[src/rtl/ttseq_pkg.sv]
// Shared types and widths for the truth-table sequencer: FSM state encoding,
// vector/result/hold-counter widths and the saturating error-count helper.
package ttseq_pkg;

    localparam int VEC_W  = 3;
    localparam int RES_W  = 8;
    localparam int HOLD_W = 8;
    localparam int ERR_W  = 4;

    localparam logic [VEC_W-1:0] VEC_ONE  = 3'd1;
    localparam logic [VEC_W-1:0] VEC_LAST = 3'd7;
    localparam logic [VEC_W-1:0] VEC_PARK = 3'b111;
    localparam logic [ERR_W-1:0] ERR_ONE  = 4'd1;
    localparam logic [ERR_W-1:0] ERR_MAX  = 4'd8;

    typedef enum logic [1:0] {
        ST_IDLE  = 2'd0,
        ST_APPLY = 2'd1,
        ST_DONE  = 2'd2
    } state_t;

    // Only eight vectors exist, so the count can never exceed 8; clamp anyway.
    function automatic logic [ERR_W-1:0] err_inc(input logic [ERR_W-1:0] cnt);
        return (cnt >= ERR_MAX) ? ERR_MAX : cnt + ERR_ONE;
    endfunction

endpackage

[src/rtl/truth_table_sequencer_if.sv]
// Control/observe bundle between the sequencer and whoever drives it:
// sweep requests, the unit's F response, the A/B/C drives and the results.
interface truth_table_sequencer_if;
    import ttseq_pkg::*;

    logic             start;
    logic             abort;
    logic             f_in;
    logic             a_out;
    logic             b_out;
    logic             c_out;
    logic             busy;
    logic             done;
    logic             pass;
    logic [RES_W-1:0] fail_mask;
    logic [ERR_W-1:0] err_count;

    modport master (
        output start, abort, f_in,
        input  a_out, b_out, c_out, busy, done, pass, fail_mask, err_count
    );

    modport slave (
        input  start, abort, f_in,
        output a_out, b_out, c_out, busy, done, pass, fail_mask, err_count
    );

endinterface

[src/rtl/truth_table_sequencer_hold_counter.sv]
// Per-vector hold counter: counts up while enabled, flags the last hold cycle.
module hold_counter
    import ttseq_pkg::*;
#(
    parameter int unsigned TC_VALUE = 9
) (
    input  logic clk,
    input  logic rst,
    input  logic clear,
    input  logic enable,
    output logic tc
);

    localparam logic [HOLD_W-1:0] TC_CNT  = HOLD_W'(TC_VALUE);
    localparam logic [HOLD_W-1:0] CNT_ONE = HOLD_W'(1);

    logic [HOLD_W-1:0] count;

    always_ff @(posedge clk or posedge rst) begin
        if (rst) begin
            count <= '0;
        end else if (clear) begin
            count <= '0;
        end else if (enable) begin
            count <= count + CNT_ONE;
        end
    end

    assign tc = (count == TC_CNT);

endmodule

[src/rtl/truth_table_sequencer.sv]
// Drives all eight {A,B,C} vectors into a combinational unit, holds each for
// HOLD_CYCLES, and checks F on the last hold cycle against the golden table.
//
//   state    | meaning
//   ---------+----------------------------------------------------------
//   ST_IDLE  | no sweep; outputs zero; start begins a sweep
//   ST_APPLY | driving vec, counting hold cycles, compare on last cycle
//   ST_DONE  | results valid, a/b/c parked at 111; start restarts
module truth_table_sequencer
    import ttseq_pkg::*;
#(
    parameter int unsigned      HOLD_CYCLES = 10,
    parameter logic [RES_W-1:0] EXPECTED    = 8'b1100_1100
) (
    input  logic                    clk,
    input  logic                    rst,
    truth_table_sequencer_if.slave  bus
);

    state_t           state;
    logic [VEC_W-1:0] vec;
    logic [VEC_W-1:0] abc;
    logic             busy_r;
    logic             done_r;
    logic             pass_r;
    logic [RES_W-1:0] fail_mask_r;
    logic [ERR_W-1:0] err_count_r;

    logic hold_tc;
    logic hold_clear;
    logic hold_en;
    logic mismatch;

    // Counter sits at zero outside APPLY, so a sweep always begins at count 0.
    assign hold_en    = (state == ST_APPLY);
    assign hold_clear = bus.abort || (state != ST_APPLY) || hold_tc;
    assign mismatch   = (bus.f_in != EXPECTED[vec]);

    hold_counter #(
        .TC_VALUE (HOLD_CYCLES - 1)
    ) u_hold_counter (
        .clk    (clk),
        .rst    (rst),
        .clear  (hold_clear),
        .enable (hold_en),
        .tc     (hold_tc)
    );

    always_ff @(posedge clk or posedge rst) begin
        if (rst) begin
            state       <= ST_IDLE;
            vec         <= '0;
            abc         <= '0;
            busy_r      <= 1'b0;
            done_r      <= 1'b0;
            pass_r      <= 1'b0;
            fail_mask_r <= '0;
            err_count_r <= '0;
        end else if (bus.abort) begin
            state       <= ST_IDLE;
            vec         <= '0;
            abc         <= '0;
            busy_r      <= 1'b0;
            done_r      <= 1'b0;
            pass_r      <= 1'b0;
            fail_mask_r <= '0;
            err_count_r <= '0;
        end else begin
            case (state)
                ST_IDLE, ST_DONE: begin
                    if (bus.start) begin
                        state       <= ST_APPLY;
                        vec         <= '0;
                        abc         <= '0;
                        busy_r      <= 1'b1;
                        done_r      <= 1'b0;
                        pass_r      <= 1'b0;
                        fail_mask_r <= '0;
                        err_count_r <= '0;
                    end
                end
                ST_APPLY: begin
                    if (hold_tc) begin
                        if (mismatch) begin
                            fail_mask_r[vec] <= 1'b1;
                            err_count_r      <= err_inc(err_count_r);
                        end
                        if (vec == VEC_LAST) begin
                            state  <= ST_DONE;
                            abc    <= VEC_PARK;
                            busy_r <= 1'b0;
                            done_r <= 1'b1;
                            // Last compare lands on this edge, so fold it in here.
                            pass_r <= !mismatch && (err_count_r == '0);
                        end else begin
                            vec <= vec + VEC_ONE;
                            abc <= vec + VEC_ONE;
                        end
                    end
                end
                default: begin
                    state <= ST_IDLE;
                end
            endcase
        end
    end

    assign bus.a_out     = abc[2];
    assign bus.b_out     = abc[1];
    assign bus.c_out     = abc[0];
    assign bus.busy      = busy_r;
    assign bus.done      = done_r;
    assign bus.pass      = pass_r;
    assign bus.fail_mask = fail_mask_r;
    assign bus.err_count = err_count_r;

endmodule

[src/flat_wrapper.sv]
// flat-port wrapper written by rule: the top's interface ports become plain ports
module truth_table_sequencer_flat import ttseq_pkg::*;
#(
    parameter int unsigned      HOLD_CYCLES = 10,
    parameter logic [RES_W-1:0] EXPECTED    = 8'b1100_1100
)
  (clk, rst, bus_start, bus_abort, bus_f_in, bus_a_out, bus_b_out, bus_c_out, bus_busy, bus_done, bus_pass, bus_fail_mask, bus_err_count);
  truth_table_sequencer_if bus_i ();
  input  logic clk;
  input  logic rst;
  input wire logic [$bits(bus_i.start)-1:0] bus_start;
  input wire logic [$bits(bus_i.abort)-1:0] bus_abort;
  input wire logic [$bits(bus_i.f_in)-1:0] bus_f_in;
  output wire logic [$bits(bus_i.a_out)-1:0] bus_a_out;
  output wire logic [$bits(bus_i.b_out)-1:0] bus_b_out;
  output wire logic [$bits(bus_i.c_out)-1:0] bus_c_out;
  output wire logic [$bits(bus_i.busy)-1:0] bus_busy;
  output wire logic [$bits(bus_i.done)-1:0] bus_done;
  output wire logic [$bits(bus_i.pass)-1:0] bus_pass;
  output wire logic [$bits(bus_i.fail_mask)-1:0] bus_fail_mask;
  output wire logic [$bits(bus_i.err_count)-1:0] bus_err_count;
  assign bus_i.start = bus_start;
  assign bus_i.abort = bus_abort;
  assign bus_i.f_in = bus_f_in;
  assign bus_a_out = bus_i.a_out;
  assign bus_b_out = bus_i.b_out;
  assign bus_c_out = bus_i.c_out;
  assign bus_busy = bus_i.busy;
  assign bus_done = bus_i.done;
  assign bus_pass = bus_i.pass;
  assign bus_fail_mask = bus_i.fail_mask;
  assign bus_err_count = bus_i.err_count;
  truth_table_sequencer #(.HOLD_CYCLES(HOLD_CYCLES), .EXPECTED(EXPECTED)) u_core (.clk(clk), .rst(rst), .bus(bus_i));
endmodule
[config.mk]
export PLATFORM = sky130hd
export DESIGN_NAME = truth_table_sequencer_flat
export DESIGN_NICKNAME = d
export VERILOG_FILES = /design/src/rtl/ttseq_pkg.sv /design/src/rtl/truth_table_sequencer_if.sv /design/src/rtl/truth_table_sequencer_hold_counter.sv /design/src/rtl/truth_table_sequencer.sv /design/src/flat_wrapper.sv
export SDC_FILE = /design/constraint.sdc
export NUM_CORES = 1
export LEC_CHECK = 0
export ABC_CLOCK_PERIOD_IN_PS = 2300
export BUFFER_PORTS_ARGS = -buffer_cell sky130_fd_sc_hd__clkbuf_2
export CORE_UTILIZATION = 30
export CTS_CLUSTER_SIZE = 25
export DETAILED_ROUTE_END_ITERATION = 8
export PLACE_DENSITY = 0.47
export SYNTH_ARGS = -nofsm -noshare
export SYNTH_HDL_FRONTEND = slang
export SYNTH_SLANG_ARGS = --single-unit
[constraint.sdc]
create_clock -name clk -period 2.3 [get_ports clk]
set_clock_uncertainty 0.05 [all_clocks]
set_input_delay 0 -clock clk [delete_from_list [all_inputs] [get_ports clk]]
set_output_delay 0 -clock clk [all_outputs]
set_load 0.01 [all_outputs]
# After elaboration in Yosys (flattened, before gate mapping)
# Memory sizes are Yosys's and may differ from the RTL's.
# Cells that the tools add are included.
# classes
n_lt_le_gt_ge	3
bitwise	1
addsub	3
muxes	44
eq_ne	11
reduce_logical	15
# ops
op	n
8-bit two-way mux	6
3-bit two-way mux	7
4-bit two-way mux	5
8-bit case mux with 2 select lines	1
1-bit two-way mux	13
3-bit != test (second input constant)	4
3-bit case mux with 2 select lines	2
4-bit AND reduction	3
8-bit by 1-bit adder with 8-bit output (second input constant)	1
8-bit by 4-bit equality test with 1-bit output (second input constant)	1
2-bit two-way mux	4
8-bit bitwise OR	1
4-bit case mux with 2 select lines	1
1-bit case mux with 2 select lines	3
3-bit AND reduction	2
4-bit by 1-bit adder with 4-bit output (second input constant)	1
4-bit greater-or-equal comparator (second input constant)	1
4-bit zero test	1
3-bit by 4-bit < comparator with 1-bit output (second input constant)	1
2-bit case mux with 2 select lines	1
3-bit by 1-bit adder with 3-bit output (second input constant)	1
1-bit demux with 3-bit select	1
3-bit equality test (second input constant)	1
3-bit by 1-bit greater-or-equal comparator with 1-bit output (second input constant)	1
12 further kinds	14
# totals
reg_bits	31
romBits	8
wordCells	87
memories	1
# memory_table
memory	depth	width	read_ports	rd_ports_with_merged_regs	wr	line_no	source
(no name shown)	8	1	1	0	0	truth_table_sequencer.sv:37	assign mismatch = (bus.f_in != EXPECTED[vec]);

# Longest topological paths before layout
# logic_depth
depth_word	9
depth_mapped	6

# Hierarchy
# Synthesis repeated with hierarchy kept, for this count alone.
# hier_totals
hier_cells	151
area_unflattened_um2	1557.7
# by_module_without_submodules
module	seq_area_each_um2	area_each_um2	n_inst	cells_each
truth_table_sequencer	575.6	1127.3	1	108
hold_counter	200.2	430.4	1	43

# Worst setup path before layout
# OpenSTA, ideal clock, no wires.
# synth_path
path_kind	register -> register
startpoint	reg u_core.u_hold_counter.count[1]
endpoint	reg u_core.vec[0]
setup_ns	0.125
period_less_slack_ns	1.664
t_arrival_ns	1.489
setup_slack_ns	0.636
path_stages_with_launch	7
path_cell_list	dfrtp_1 > inv_1 > ha_1 > nor4b_4 > a311oi_4 > a21o_1 > mux2_4
# synth_between
elab_chain_cells	3
# synth_lines
item	line_no	source
start, declared	truth_table_sequencer_hold_counter.sv:17	logic [HOLD_W-1:0] count;
start signal, assigned	truth_table_sequencer_hold_counter.sv:25	count <= count + CNT_ONE;
8-bit by 4-bit equality test with 1-bit output	truth_table_sequencer_hold_counter.sv:29	assign tc = (count == TC_CNT);
3-bit by 2-bit != test with 1-bit output (no source line)	--	
4-bit AND reduction (no source line)	--	
end signal, assigned	truth_table_sequencer.sv:96	vec <= vec + VEC_ONE;
end, declared	truth_table_sequencer.sv:21	logic [VEC_W-1:0] vec;
# No other way between the ends.
# A chain may end at the register's enable or synchronous reset.

# Worst setup path after layout
# layout_path
startpoint	reg u_core.u_hold_counter.count[1]
endpoint	reg u_core.state[1]
# layout_between
elab_chain_cells	3
# layout_lines
item	line_no	source
8-bit by 4-bit equality test with 1-bit output	truth_table_sequencer_hold_counter.sv:29	
3-bit by 2-bit != test with 1-bit output (no source line)	--	
3-bit AND reduction (no source line)	--	
end signal, assigned	truth_table_sequencer.sv:51	state <= ST_IDLE;
end signal, assigned	truth_table_sequencer.sv:60	state <= ST_IDLE;
end signal, assigned	truth_table_sequencer.sv:72	state <= ST_APPLY;
end, declared	truth_table_sequencer.sv:20	state_t state;
# No other way between the ends.

==> flow_metrics.tcl <==
set metrics [dict create \
    setup_viol 0 \
    async_flop_share_pct 100 \
    die_h_um 73.9 \
    grt_use_met1_pct 17.7 \
    synth_top_area_cell "dfrtp_1" \
    yosysMostFrequentCell "dfrtp_1" \
    hp-class "input port to register" \
    rsz0062_at_grt "no" \
    synth-edff-count 0 \
    avgSynthCellArea_sq_um 11.3 \
    cts_resized 0 \
    slew_headroom_pct 73.1 \
    cts_sinks 31 \
    synth_nets 149 \
    num_io_pins 23 \
    status "finished clean" \
    dp_cells 226 \
    syn_to_final_growth_pct 21.9 \
    grtUsageTotal_pct 13.4 \
    ys_types 41 \
    dr.first_iter.drc_count 43 \
    tightest_slew_ns 0.404 \
    vias 1130 \
    crit_fanout 5 \
    clkLatencyLatePin_ns 0.28 \
    r2r_start "u_core.u_hold_counter.count[1]" \
    clock_path_buffers 2 \
    worst_setup_path_end_kind "register" \
    use_met2_pct 20.9 \
    hp-start "bus_abort" \
    drv_slew 0 \
    num_rows 25 \
    wl_per_cell_um 13.5 \
    via_per_inst 4.75 \
    cts_tree "built" \
    ys_ff_latch 31 \
    drtAntennaViolNets 0 \
    pre_cts_slack_ns 0.481 \
    critPathLaunchType "register" \
    core_area_sq_um 4850 \
    io_buffers 22 \
    htree_levels 2 \
    dieWidth_um 73.9 \
    finalCritPeriodShare_pct 89.2 \
    grt-ovfl-total 0 \
    start_util_pct 32.0 \
    drive_gt1_share_pct 28.1 \
    drc 0 \
    synth_top_cells_by_count "dfrtp_1, nor2_1" \
    ir_drop_mv 0.247 \
    cp_data_arrival_time_ns 2.22 \
    cts_buffers 5 \
    hold_viol 0 \
    synthesis.area_sq_um 1550 \
    hold_depth 2 \
    setup_ws_ns 0.249 \
    grt_pass1_vias 1114 \
    hpwl_mm 2.33 \
    clockRootBuffer "clkbuf_8" \
    place_area_sq_um 1750 \
    p_total_mw 1.10 \
    fin_area_sq_um 1890 \
    drt_pass1_iterations 4 \
    clkTransAtPathRegs_ns 0.07 \
    grt_util_met3_pct 3.70 \
    synthCells 137 \
    grt_busiest_layer "met2" \
    grt_max_degree 32 \
    final_nets 182 \
    ys.flop_type "dfrtp_1" \
    worstSetupPathType "register to register" \
    antenna_cells 0 \
    place.gp.congestion 0.830 \
    synth_warnings 0 \
    p_leak_nw 0.888 \
    period_minus_slack_ns 2.05 \
    max_cap_violations 0 \
    hold_end "u_core.bus.busy" \
    setup_tns_ns 0 \
    antenna_found_initial 0 \
    routed_wl_mm 3.22 \
    r2r_end "u_core.state[1]" \
    fmax_mhz 488 \
    r2r_cells 7 \
    p_per_area_nw_per_um2 582 \
    required_ns 2.47 \
    netlist.area_leader.share_pct 50.0 \
    stdcell_count 238 \
    dieArea_sq_um 5460 \
    r2r_slack_ns 0.25 \
    seq_area_frac_synth_pct 50.0 \
    grt_pass1_wl_mm 5.49 \
    ys_top_cells_by_area "dfrtp_1, ha_1, a32o_1" \
]
## registers in the layout, summed over array words and instances (netlist names)
| signal | flops |
|---|---|
| u_core.bus.fail_mask | 8 |
| u_core.vec | 3 |
| u_core.bus.busy | 1 |
| u_core.state | 2 |
| u_core.abc | 3 |
| u_core.bus.pass | 1 |
| u_core.bus.err_count | 4 |
| u_core.u_hold_counter.count | 8 |
| u_core.bus.done | 1 |
## worst max-delay path by stage
stage / start / to / slack [ns] / cells past startpoint
after detailed placement: u_core.u_hold_counter.count[1] / u_core.vec[0] / 0.48 / 6
after floorplan: u_core.u_hold_counter.count[1] / u_core.vec[0] / 0.64 / 6
after CTS: u_core.u_hold_counter.count[1] / u_core.state[1] / 0.12 / 7
final: u_core.u_hold_counter.count[1] / u_core.state[1] / 0.25 / 7
after global placement: u_core.u_hold_counter.count[1] / u_core.vec[0] / 0.52 / 6
after global routing: u_core.u_hold_counter.count[1] / u_core.state[1] / 0.08 / 7
## cells in the final DEF (no fill, tap or decap), types with 3 or more instances in the layout
cell type      instances
nand3_1                7
nand2_1                7
o21ai_0                4
dlygate4sd3_1          3
ha_1                   7
buf_4                  4
inv_1                  7
nor2_1                13
a32o_1                 6
xor2_1                 5
nor3_1                 3
clkbuf_2              22
nor3_2                 3
dfrtp_1               31
nor2b_1                4
clkbuf_8               7
## layer usage
layer	wire length [um]	part of all wire [%]
met3	104	3.2
met2	1550	48
met4	45	1.4
met5	0	0
met1	1520	47
## what timing repair did
item                                    4_1_cts  5_1_grt
endpoints found under the hold margin        32        0
hold buffers                                  3        0
setup buffers                                 0        1
endpoints found under the setup margin        0        1
## logic make-up (layout without fill, tap and decap cells)
group	Yosys count	after routing	synth area share, %
compound gates	25	25	14.1
xor+xnor	7	7	3.95
fa+ha+maj	7	7	5.64
buf+inv	10	44	2.58
flops	31	31	50.0
mux	3	3	2.26
simple gates	54	54	21.5
## critical path, cell delays in order, from the launching register on
cell and delay [ns]:
dfrtp_1 0.42, inv_1 0.07, ha_1 0.15, nor4b_4 0.24, and2_2 0.25, nand3_1 0.10, a21oi_1 0.16, dlygate4sd3_1 0.56
## power breakdown
group          total [mW]  leakage (nW)  switching, mW  internal (mW)
clock network       0.466        0.0515          0.194          0.273
logic              0.0783         0.407         0.0499         0.0284
registers           0.556         0.430        0.00527          0.551
total                1.10         0.888          0.249          0.852
## layout make-up
cell class	count	area, sq um
fill	488	2960
clock buffer	8	100
inverter	7	26.3
timing repair buffer	29	170
tap	67	83.8
multi-input combinational	96	736
sequential	31	776
## per-stage QoR
stage          utilization [%]  hold slack, ns
2_1_floorplan                -          0.0535
5_1_grt                   39.0          0.0276
3_3_place_gp              36.2          0.0399
3_5_place_dp              36.2          0.0457
4_1_cts                   38.9         0.00460
6_report                  39.0          0.0122
Note: power is estimated with default switching activity, not from simulation.
